### src/rtl/tone_meter.sv
// Tone meter: measures the full period of an incoming square wave in prescaled
// ticks of CLK_DIV clocks, and reports lock and loss-of-signal status.
module tone_meter #(
    parameter int unsigned CLK_DIV       = 12,
    parameter int unsigned TIMEOUT_TICKS = 100000,
    parameter int unsigned TOLERANCE     = 2
) (
    input  logic        CLK,
    input  logic        RST,
    input  logic        tone_in,
    output logic [31:0] period,
    output logic        period_valid,
    output logic        locked,
    output logic        no_signal
);

    localparam int unsigned       PRE_W     = (CLK_DIV > 1) ? $clog2(CLK_DIV) : 1;
    localparam logic [PRE_W-1:0]  PRE_LAST  = PRE_W'(CLK_DIV - 1);
    localparam logic [31:0]       TIMEOUT_T = 32'(TIMEOUT_TICKS);
    localparam logic [31:0]       TOL       = 32'(TOLERANCE);

    typedef enum logic {
        S_IDLE,
        S_MEASURE
    } state_e;

    logic             sync1_q, sync2_q, prev_q, rise_q;
    state_e           state_q, state_d;
    logic [PRE_W-1:0] pre_cnt_q, pre_cnt_d;
    logic [31:0]      tick_cnt_q, tick_cnt_d;
    logic [31:0]      period_q, period_d;
    logic             valid_q, valid_d;
    logic             locked_q, locked_d;
    logic             no_sig_q, no_sig_d;
    logic             have_prev_q, have_prev_d;

    logic             pre_wrap;
    logic [31:0]      tick_inc;
    logic [31:0]      diff;
    logic             timeout_hit;

    // The edge strobe is registered so a measurement is reported exactly three
    // clocks after tone_in is first sampled high.
    always_ff @(posedge CLK or posedge RST) begin
        if (RST) begin
            sync1_q <= 1'b0;
            sync2_q <= 1'b0;
            prev_q  <= 1'b0;
            rise_q  <= 1'b0;
        end else begin
            sync1_q <= tone_in;
            sync2_q <= sync1_q;
            prev_q  <= sync2_q;
            rise_q  <= sync2_q & ~prev_q;
        end
    end

    // tick_inc is the tick count including the current cycle, i.e. floor(N/CLK_DIV)
    // when a rise lands on this edge.
    always_comb begin
        pre_wrap = (pre_cnt_q == PRE_LAST);
        tick_inc = tick_cnt_q;
        if (pre_wrap && (tick_cnt_q < TIMEOUT_T)) begin
            tick_inc = tick_cnt_q + 32'd1;
        end
        timeout_hit = (tick_inc >= TIMEOUT_T);
        diff = (tick_inc >= period_q) ? (tick_inc - period_q) : (period_q - tick_inc);
    end

    // NOTE: every next-state signal takes its hold value first, so no path
    // through the case statement can leave one unassigned and infer a latch.
    always_comb begin
        state_d     = state_q;
        pre_cnt_d   = pre_cnt_q;
        tick_cnt_d  = tick_cnt_q;
        period_d    = period_q;
        valid_d     = 1'b0;
        locked_d    = locked_q;
        no_sig_d    = no_sig_q;
        have_prev_d = have_prev_q;

        case (state_q)
            S_IDLE: begin
                pre_cnt_d   = '0;
                tick_cnt_d  = '0;
                have_prev_d = 1'b0;
                if (rise_q) begin
                    state_d = S_MEASURE;
                end
            end

            S_MEASURE: begin
                pre_cnt_d  = pre_wrap ? '0 : pre_cnt_q + 1'b1;
                tick_cnt_d = tick_inc;
                if (rise_q) begin
                    period_d    = tick_inc;
                    valid_d     = 1'b1;
                    no_sig_d    = 1'b0;
                    locked_d    = have_prev_q && (diff <= TOL);
                    have_prev_d = 1'b1;
                    pre_cnt_d   = '0;
                    tick_cnt_d  = '0;
                end else if (timeout_hit) begin
                    no_sig_d    = 1'b1;
                    locked_d    = 1'b0;
                    have_prev_d = 1'b0;
                    pre_cnt_d   = '0;
                    tick_cnt_d  = '0;
                    state_d     = S_IDLE;
                end
            end

            default: begin
                state_d = S_IDLE;
            end
        endcase
    end

    // NOTE: state is updated with non-blocking assignments so every register
    // samples the pre-edge values of its neighbours.
    always_ff @(posedge CLK or posedge RST) begin
        if (RST) begin
            state_q     <= S_IDLE;
            pre_cnt_q   <= '0;
            tick_cnt_q  <= '0;
            period_q    <= '0;
            valid_q     <= 1'b0;
            locked_q    <= 1'b0;
            no_sig_q    <= 1'b1;
            have_prev_q <= 1'b0;
        end else begin
            state_q     <= state_d;
            pre_cnt_q   <= pre_cnt_d;
            tick_cnt_q  <= tick_cnt_d;
            period_q    <= period_d;
            valid_q     <= valid_d;
            locked_q    <= locked_d;
            no_sig_q    <= no_sig_d;
            have_prev_q <= have_prev_d;
        end
    end

    assign period       = period_q;
    assign period_valid = valid_q;
    assign locked       = locked_q;
    assign no_signal    = no_sig_q;

endmodule
### config.mk
export PLATFORM = sky130hd
export DESIGN_NAME = tone_meter
export DESIGN_NICKNAME = d
export VERILOG_FILES = /design/src/rtl/tone_meter.sv
export SDC_FILE = /design/constraint.sdc
export NUM_CORES = 1
export LEC_CHECK = 0
export CAP_MARGIN = 20
export CORE_MARGIN = 2
export CORE_UTILIZATION = 52
export CTS_CLUSTER_SIZE = 24
export DETAILED_ROUTE_END_ITERATION = 10
export GPL_ROUTABILITY_DRIVEN = 0
export PLACE_DENSITY = 0.73
export SYNTH_ARGS = -nofsm -noshare
export SYNTH_HDL_FRONTEND = slang
export SYNTH_SLANG_ARGS = --single-unit
### constraint.sdc
create_clock -name CLK -period 5.9 [get_ports CLK]
set_input_delay 0.59 -clock CLK [delete_from_list [all_inputs] [get_ports CLK]]
set_output_delay 0.59 -clock CLK [all_outputs]
set_load 0.01 [all_outputs]
==> flow_metrics.py, run 1 <==
metrics = {
    "detailed_routing": {
        "viasPerCell": 5.74,
        "antenna_left": 0,
        "firstDrtPassIters": 6,
        "drt_iter0_drc": 614,
        "vias": 6259,
        "finalWirelength_microns": 17600,
        "drc_errors": 0,
        "wl_per_cell_microns": 16.2,
    },
    "power": {
        "p_sw_mw": 0.597,
        "p_clk_share_pct": 33.5,
        "ir_worst_vdd_mv": 0.132,
        "power_density_nw_per_um2": 220,
        "p_total_mw": 1.73,
        "seq_power_share_pct": 33.6,
        "switching_share_pct": 34.5,
        "p_leak_nw": 3.59,
        "p_int_mw": 1.13,
        "p_comb_share_pct": 32.9,
    },
    "placement": {
        "placed_cells": 1065,
        "dpl_cell_area_sq_um": 7430,
        "port-buffer-count": 37,
        "dp_hpwl_microns": 13200,
    },
    "synth": {
        "synth_area_sq_um": 6860,
        "yosysSeqAreaShare_pct": 28.1,
        "synthTopCellsByCount": "89 x nand2_1, 85 x inv_1, 79 x a21oi_1, 79 x o21ai_0, 76 x dfrtp_1",
        "synthAdderAreaFrac_pct": 12.4,
        "synth_simple_gate_area_share_pct": 19.0,
        "synth_top_cells_by_area": "dfrtp_1 28%, ha_1 12%, a21oi_1 5.8%, o21ai_0 5.8%, nand2_1 4.9%",
        "synth-async-reset-ratio_pct": 100,
        "synthMuxAreaShare_pct": 2.24,
        "synth_top_family_by_area": "compound AO/OA/AOI/OAI gates",
        "synth_most_common_cell": "nand2_1",
        "synth_compound_area_share_pct": 23.9,
        "synth.avg_cell_area_sq_um": 7.86,
        "synth-seq-cells": 77,
        "ys.flop_type": "dfrtp_1",
        "synth_edf_count": 0,
        "synth_cells": 872,
        "ys_warn_count": 0,
        "synth_area_leader_cell": "dfrtp_1",
        "yosysUniqueCellTypes": 70,
        "synth_top_area_share_pct": 27.7,
        "synth_xor_area_share_pct": 6.00,
    },
    "critical_path": {
        "crit_type": "flop to flop",
        "path_cells": "nor4_2 -> nand4_1 -> or2_4 -> nor2_4 -> nand4_1 -> nor2_1 -> xnor2_1 -> inv_1 -> ha_1 -> nand4_1 -> nor3_1 -> a21oi_1 -> o211ai_1 -> a31oi_2 -> o41ai_2 -> xor2_1 -> nand4_1 -> nor4_1 -> nand4_1 -> o31ai_1",
        "crit_path_frequent_cell": "nand4_1",
        "cpMaxStageDelayCell": "ha_1",
        "setup.worst_path.start": "tick_cnt_q[22]",
        "start_kind": "flop",
        "max_stage_delay_ns": 0.44,
        "required_ns": 6.16,
        "arrival_ns": 5.90,
        "cp_max_fo": 9,
        "endpoint_kind": "flop",
        "worstReg2RegStart": "tick_cnt_q[22]",
    },
    "grt": {
        "grt_usage_pct": 25.6,
        "grt_antenna_before_repair": 0,
        "overflow": 0,
        "grt_pass1_wl_microns": 29300,
        "grt_pass1_vias": 5821,
        "grt_max_degree": 78,
    },
    "layout": {
        "layout-drive-gt1-share_pct": 9.26,
        "antenna_cells": 0,
        "fin_area_sq_um": 7850,
        "area_growth_pct": 14.5,
        "nNetsFinal": 983,
        "fin_cells": 1090,
    },
    "floorplan": {
        "io_pins": 38,
        "die_height_microns": 119,
        "dieArea_sq_um": 14100,
        "rows": 41,
        "die-width_microns": 119,
        "initial_utilization_pct": 53.9,
        "core_sq_um": 12700,
    },
    "clocking": {
        "numCtsBuffers": 9,
        "h-tree-depth": 3,
        "cts_tree": "built",
        "root_buffer": "clkbuf_16",
        "numClockSinks": 77,
        "cts.path.max_buffers": 2,
        "clkTransAtPathRegs_ns": 0.06,
        "clk_latency_ns": 0.36,
    },
    "timing": {
        "skew_ns": 0.00720,
        "slew_headroom_pct": 36.6,
        "setup_viol": 0,
        "min_period_ns": 5.65,
        "period_share_pct": 95.7,
        "hold_viol": 0,
        "maxClockFrequency_mhz": 177,
        "worst_pin_slew_ns": 0.951,
        "tns_ns": 0,
        "finalMaxSlewViolations": 0,
    },
    "run": {
        "maxCapViolCount": 0,
    },
    "min_path": {
        "min_path_type": "flop to flop",
        "min_from": "sync1_q",
    },
    "status": {
        "status": "complete, no violations",
    },
}
-- layout by cell type (no fill, tap or decap), types with 4 or more instances in the layout --
cell,n
a21o_1,15
conb_1,15
nand4_1,21
nor2_2,9
a31oi_1,4
nor4_1,5
o21ai_1,5
a211oi_1,12
o211ai_1,13
o31ai_1,7
and2_1,5
o21bai_1,9
inv_1,84
o21a_1,9
ha_1,65
o221ai_1,5
mux2i_1,12
clkbuf_16,9
a21oi_1,78
nand2_1,89
buf_4,32
nor3_1,20
nor2b_1,6
o21ai_0,78
or3_1,6
nor3b_1,4
nand3_1,11
dfrtp_1,76
nand2b_1,4
xor2_1,23
clkdlybuf4s50_1,37
xnor2_1,23
nor2_1,57
-- timing repair --
| action | 4_1_cts | 5_1_grt |
|---|---|---|
| cloned | 0 | 1 |
| buffers inserted | 0 | 8 |
| resized for setup | 1 | 7 |
| setup endpoints to repair | 1 | 1 |
| pin swaps | 0 | 3 |
| hold buffers | 0 | 0 |
-- layer usage --
layer	wire, microns	part of all wire (%)	up-vias	track usage (%)
met5	0	0	-	0
met4	443	2.5	0	11.3
met3	1140	6.5	29	3.98
met2	7720	44	222	38.2
met1	8310	47	2921	36.7
li1	-	-	3087	-
-- critical path, delay by kind of cell (launching register included) --
kind	cells	cell delay, ns
AND/OR/NAND/NOR	11	2.91
AO/OA/AOI/OAI	5	1.26
adder cells (fa/ha/maj)	1	0.44
flip-flops	1	0.42
XOR/XNOR	2	0.41
buffers and inverters	1	0.08
-- logic make-up (layout without fill, tap and decap cells) --
kind of cell    Yosys count  after routing
compound gates          265            266
simple gates            261            261
buf+inv                 139            170
flops                    77             77
fa+ha+maj                67             67
xor+xnor                 47             47
mux                      15             15
other cells               1             15
-- path summary, 6_finish.rpt --
path	end	slack (ns)	depth (start not counted)
max	locked	0.25	20
min	sync2_q	0.36	0
max reg2reg	locked	0.25	20
min reg2reg	sync2_q	0.36	0
max in group asynchronous	tick_cnt_q[28]	4.44	3
min in group asynchronous	period[15]	0.86	3
-- stage by stage --
stage	util [%]	worst slack, ns	hold WS [ns]
floorplan	-	0.920	0.331
global placement	58.4	0.0647	0.350
detailed placement	58.4	-0.0717	0.336
CTS	60.8	0.0512	0.364
global route	61.7	-0.0142	0.378
finish	61.7	0.254	0.362
-- state kept, by name, summed over array words and instances, names as in the netlist --
signal and count:
have_prev_q 1, locked 1, no_signal 1, period 32
period_valid 1, pre_cnt_q 4, prev_q 1, rise_q 1
state_q 1, sync1_q 1, sync2_q 1, tick_cnt_q 32
-- power groups by stage --
stage / logic, mW / clock network [mW] / registers (mW)
after floorplan: 0.380 / 0 / 0.595
after global placement: 0.528 / 0 / 0.588
after detailed placement: 0.525 / 0 / 0.590
after CTS: 0.530 / 0.591 / 0.580
after global routing: 0.621 / 0.613 / 0.585
final: 0.568 / 0.580 / 0.580
-- layout make-up --
| class | instances | area [sq um] |
|---|---|---|
| clock buffers | 9 | 225 |
| multi-input cells | 671 | 4470 |
| repair buffers | 69 | 611 |
| inverters | 85 | 320 |
| fillers | 1177 | 4870 |
| clock inverters | 7 | 80.1 |
| flip-flops and latches | 77 | 1930 |
| well taps | 172 | 215 |
Power figures use the tool's default switching activity.
==> run 2, diff against run 1 <==
clock period = 7.3 ns   (was 5.9 ns; I/O delays follow)
==> run 2 against run 1 <==
Effect of this change:
- first-iteration DRC count fell by 15%
- clock skew decreased by 0.00063 ns
- cell count is 2.8% lower
- critical endpoint unchanged
- clock-buffer cell count up 2
- critical path type unchanged
- sequential power down 19%
- largest power group is now the clock network
- maximum frequency decreased by 7.7%
- worst hold slack worse by 0.0038 ns
- flip-flop and latch count is the same
==> flow_metrics.py, run 2 (synthesized netlist as in run 1, its figures left out) <==
metrics = {
    "critical_path": {
        "path_buf_inv": 1,
        "max_stage_delay_ns": 0.69,
        "crit_type": "flop to flop",
        "path_cells": "nor4_1 -> nand4_1 -> or2_1 -> nor2_2 -> mux2i_1 -> inv_1 -> fa_1 -> a21oi_1 -> o221ai_1 -> a21oi_1 -> o211ai_1 -> a31oi_4 -> mux2_2 -> xor2_1 -> nand4_1 -> nor4_1 -> nand4_1 -> o31ai_1",
        "cp_max_fo": 27,
        "cpMaxStageDelayCell": "a31oi_4",
        "crit_path_frequent_cell": "nand4_1",
        "required_ns": 7.56,
        "cp_top_family": "simple AND/OR/NAND/NOR gates",
        "endpoint_kind": "flop",
        "start_kind": "flop",
        "arrival_ns": 6.38,
    },
    "layout": {
        "area_growth_pct": 10.7,
        "final_common_cell": "nand2_1",
        "layout-drive-gt1-share_pct": 5.41,
        "final_cell_mix": "89 x nand2_1, 84 x inv_1, 79 x o21ai_0, 79 x a21oi_1, 76 x dfrtp_1",
        "multiInputGateArea_sq_um": 4420,
        "fillers": 1212,
        "nNetsFinal": 952,
        "fin_area_sq_um": 7590,
        "layout.area.seq_sq_um": 1930,
        "antenna_cells": 0,
    },
    "status": {
        "status": "complete, no violations",
    },
    "detailed_routing": {
        "drt_iter0_drc": 520,
        "vias": 6084,
        "firstDrtPassIters": 5,
        "finalWirelength_microns": 16500,
        "wl_per_cell_microns": 15.6,
        "drc_errors": 0,
        "antenna_left": 0,
        "viasPerCell": 5.75,
    },
    "floorplan": {
        "rows": 41,
        "die_height_microns": 119,
        "die-width_microns": 119,
        "io_pins": 38,
        "core_sq_um": 12700,
        "dieArea_sq_um": 14100,
        "initial_utilization_pct": 53.9,
    },
    "grt": {
        "overflow": 0,
        "grt_max_degree": 78,
        "grt_pass1_vias": 5504,
        "grt_antenna_before_repair": 0,
        "grt_usage_pct": 24.1,
        "grt_pass1_wl_microns": 27300,
    },
    "clocking": {
        "clkTransAtPathRegs_ns": 0.06,
        "root_buffer": "clkbuf_16",
        "cts_tree": "built",
        "cts.path.max_buffers": 2,
        "post_cts_buffers": 0,
        "numCtsBuffers": 9,
        "h-tree-depth": 3,
        "holdBufCountCts": 0,
        "cts_resized": 0,
        "clk_latency_ns": 0.35,
        "numClockSinks": 77,
    },
    "placement": {
        "dp_slack_ns": 1.29,
        "port-buffer-count": 37,
        "dpl_cell_area_sq_um": 7260,
        "dp_hpwl_microns": 12700,
    },
    "timing": {
        "setup_viol": 0,
        "min_period_ns": 6.12,
        "hold_viol": 0,
        "whs_ns": 0.358,
        "maxClockFrequency_mhz": 163,
        "finalMaxSlewViolations": 0,
        "period_share_pct": 83.8,
        "worst_pin_slew_ns": 1.00,
        "fin_ws_ns": 1.18,
        "rsz0062_at_grt": "no",
        "skew_ns": 0.00657,
        "slew_headroom_pct": 33.0,
        "tns_ns": 0,
    },
    "power": {
        "power_density_nw_per_um2": 183,
        "p_total_mw": 1.39,
        "p_leak_nw": 3.45,
        "ir_worst_vdd_mv": 0.131,
    },
    "min_path": {
        "min_path_type": "flop to flop",
    },
    "run": {
        "maxCapViolCount": 0,
    },
}
run 2: per-layer routing:
layer | GRT usage [%] | share of wire (%) | vias to the layer above
li1 | - | - | 3036
met1 | 33.9 | 47 | 2812
met2 | 36.2 | 44 | 199
met3 | 4.07 | 5.8 | 37
met4 | 10.6 | 3.0 | 0
met5 | 0 | 0 | -
run 2: area by class of cell:
| type | count | area share (%) |
|---|---|---|
| multi-input combinational | 670 | 58.2 |
| sequential | 77 | 25.4 |
| timing repair buffer | 39 | 5.08 |
| inverter | 85 | 4.22 |
| clock buffer | 11 | 3.20 |
| tap | 172 | 2.84 |
| clock inverter | 5 | 1.10 |
run 2: power breakdown:
part / switching [mW] / internal [mW] / total (mW) / leakage (nW)
Sequential: 0.0186 / 0.450 / 0.468 / 1.01
Combinational: 0.248 / 0.179 / 0.428 / 2.29
Clock: 0.184 / 0.309 / 0.494 / 0.152
run 2: stage by stage:
step                instances  utilization, %
global route             1059            59.7
floorplan                 886               -
CTS                      1059            59.7
global placement         1043            57.1
finish                   1059            59.7
detailed placement       1043            57.1
run 2: worst paths after layout:
kind | start | endpoint | slack, ns | cells after the start
worst max-delay path | tick_cnt_q[23] | locked | 1.18 | 18
worst min-delay path | sync1_q | sync2_q | 0.36 | 0
worst max register to register | tick_cnt_q[23] | locked | 1.18 | 18
worst min register to register | sync1_q | sync2_q | 0.36 | 0
max in group asynchronous | RST | tick_cnt_q[26] | 5.66 | 3
min in group asynchronous | RST | period[16] | 0.99 | 3
==> run 3, diff against run 2 <==
clock period = 6.1 ns   (was 7.3 ns; I/O delays follow)
==> run 3 against run 2 <==
Effect of this change:
- maximum frequency up 7.5%
- critical path type unchanged
- sequential power rose by 20%
- largest cell class unchanged
- cell count grew 1.9%
- combinational power is 27% higher
- clock skew fell by 0.00073 ns
==> flow_metrics.py, run 3 (synthesized netlist as in run 1, its figures left out) <==
metrics = {
    "status": {
        "status": "complete, no violations",
    },
    "floorplan": {
        "die-width_microns": 119,
        "rows": 41,
        "core_sq_um": 12700,
        "die_height_microns": 119,
        "initial_utilization_pct": 53.9,
        "io_pins": 38,
        "dieArea_sq_um": 14100,
    },
    "layout": {
        "area_growth_pct": 13.9,
        "final_cell_mix": "89 x nand2_1, 84 x inv_1, 78 x o21ai_0, 78 x a21oi_1, 76 x dfrtp_1",
        "nNetsFinal": 972,
        "final_common_cell": "nand2_1",
        "antenna_cells": 0,
        "layout-drive-gt1-share_pct": 8.38,
    },
    "min_path": {
        "min_path_type": "flop to flop",
    },
    "critical_path": {
        "required_ns": 6.36,
        "arrival_ns": 5.95,
        "r2r_end": "locked",
        "setup.worst_path.start": "tick_cnt_q[23]",
        "rrSetupSlack_ns": 0.41,
        "endpoint_kind": "flop",
        "rr_worst_depth": 21,
        "start_kind": "flop",
        "cp_max_fo": 9,
        "worstReg2RegStart": "tick_cnt_q[23]",
        "crit_end": "locked",
        "crit_type": "flop to flop",
    },
    "run": {
        "maxCapViolCount": 0,
    },
    "grt": {
        "grt_pass1_vias": 5872,
        "grt_usage_pct": 25.7,
        "grt_pass1_wl_microns": 29300,
        "grt_antenna_before_repair": 0,
        "overflow": 0,
        "grt_max_degree": 78,
    },
    "power": {
        "p_leak_nw": 3.56,
        "ir_worst_vdd_mv": 0.171,
        "power_density_nw_per_um2": 213,
    },
    "timing": {
        "worst_pin_slew_ns": 0.949,
        "finalMaxSlewViolations": 0,
        "hold_viol": 0,
        "slew_headroom_pct": 36.7,
        "tns_ns": 0,
        "fin_ws_ns": 0.408,
        "maxClockFrequency_mhz": 176,
        "rsz0062_at_grt": "no",
        "skew_ns": 0.00585,
        "setup_viol": 0,
        "min_period_ns": 5.69,
        "period_share_pct": 93.3,
    },
    "clocking": {
        "root_buffer": "clkbuf_16",
        "cts_tree": "built",
        "holdBufCountCts": 0,
        "h-tree-depth": 3,
        "numClockSinks": 77,
        "clkTransAtPathRegs_ns": 0.06,
        "cts.path.max_buffers": 2,
        "clk_latency_ns": 0.35,
        "numCtsBuffers": 9,
    },
    "detailed_routing": {
        "wl_per_cell_microns": 16.3,
        "vias": 6279,
        "antenna_left": 0,
        "viasPerCell": 5.82,
        "finalWirelength_microns": 17500,
        "firstDrtPassIters": 5,
        "drt_iter0_drc": 614,
        "drc_errors": 0,
    },
    "placement": {
        "port-buffer-count": 37,
        "dp_slack_ns": 0.0341,
        "dp_hpwl_microns": 13300,
    },
}
==> run 3: changes by cell type in the layout (fill, tap and decap cells not counted), moves of 2 or more <==
cell        delta
buf_4         +17
buf_12         +2
clkinv_4       +2
clkinvlp_4     -2
nor4_1         -2
xor2_1         -2
xor2_2         +2
==> run 3: cell type report <==
type                       instances  area, sq um
fill                            1190         4910
multi-input combinational        671         4480
sequential                        77         1930
timing repair buffer              58          553
inverter                          85          320
clock buffer                      10          239
tap                              172          215
clock inverter                     6         70.1
==> run 3: report_power, final <==
group	internal (mW)	switching (mW)
registers	0.538	0.0223
logic	0.231	0.314
clock network	0.331	0.228
==> run 3: what timing repair did <==
item                                    in CTS  in global routing
resized for setup                            0                 10
buffers inserted                             0                  4
endpoints found under the setup margin       0                  1
==> run 3: critical path, cell delays in order, from the launching register on <==
cell,delay [ns]
dfrtp_1,0.43
nor4_2,0.40
nand4_1,0.29
or2_4,0.36
or4b_4,0.55
or3_1,0.40
xor2_2,0.23
inv_1,0.08
ha_1,0.39
nand4_1,0.17
a21oi_1,0.05
a21oi_1,0.30
o211ai_1,0.21
buf_4,0.19
a31oi_4,0.19
buf_12,0.16
mux2_2,0.34
xor2_1,0.13
nand4_1,0.12
nor4_1,0.29
nand4_1,0.12
o31ai_1,0.20
==> run 3: metrics by stage <==
step / power (mW) / cells / hold WS [ns] / util [%] / area, sq um
detailed placement: 1.08 / 1057 / 0.340 / 57.9 / 7370
global route: 1.76 / 1079 / 0.377 / 61.4 / 7810
floorplan: 0.943 / 886 / 0.331 / - / 6910
finish: 1.67 / 1079 / 0.360 / 61.4 / 7810
CTS: 1.64 / 1073 / 0.364 / 60.4 / 7680
global placement: 1.07 / 1057 / 0.346 / 57.9 / 7370
==> run 3: how the worst min path moves through the flow <==
stage,to,start,depth (start not counted),slack [ns]
global placement,sync2_q,sync1_q,0,0.35
floorplan,sync2_q,sync1_q,0,0.33
global route,sync2_q,sync1_q,0,0.38
finish,sync2_q,sync1_q,0,0.36
detailed placement,sync2_q,sync1_q,0,0.34
CTS,sync2_q,sync1_q,0,0.36
==> run 3: layer usage <==
layer / vias to the layer above / GRT usage (%) / share of wire, %
met1: 2950 / 36.3 / 47
li1: 3085 / - / -
met5: - / 0 / 0
met3: 37 / 4.26 / 5.6
met4: 0 / 9.97 / 2.4
met2: 207 / 39.3 / 45
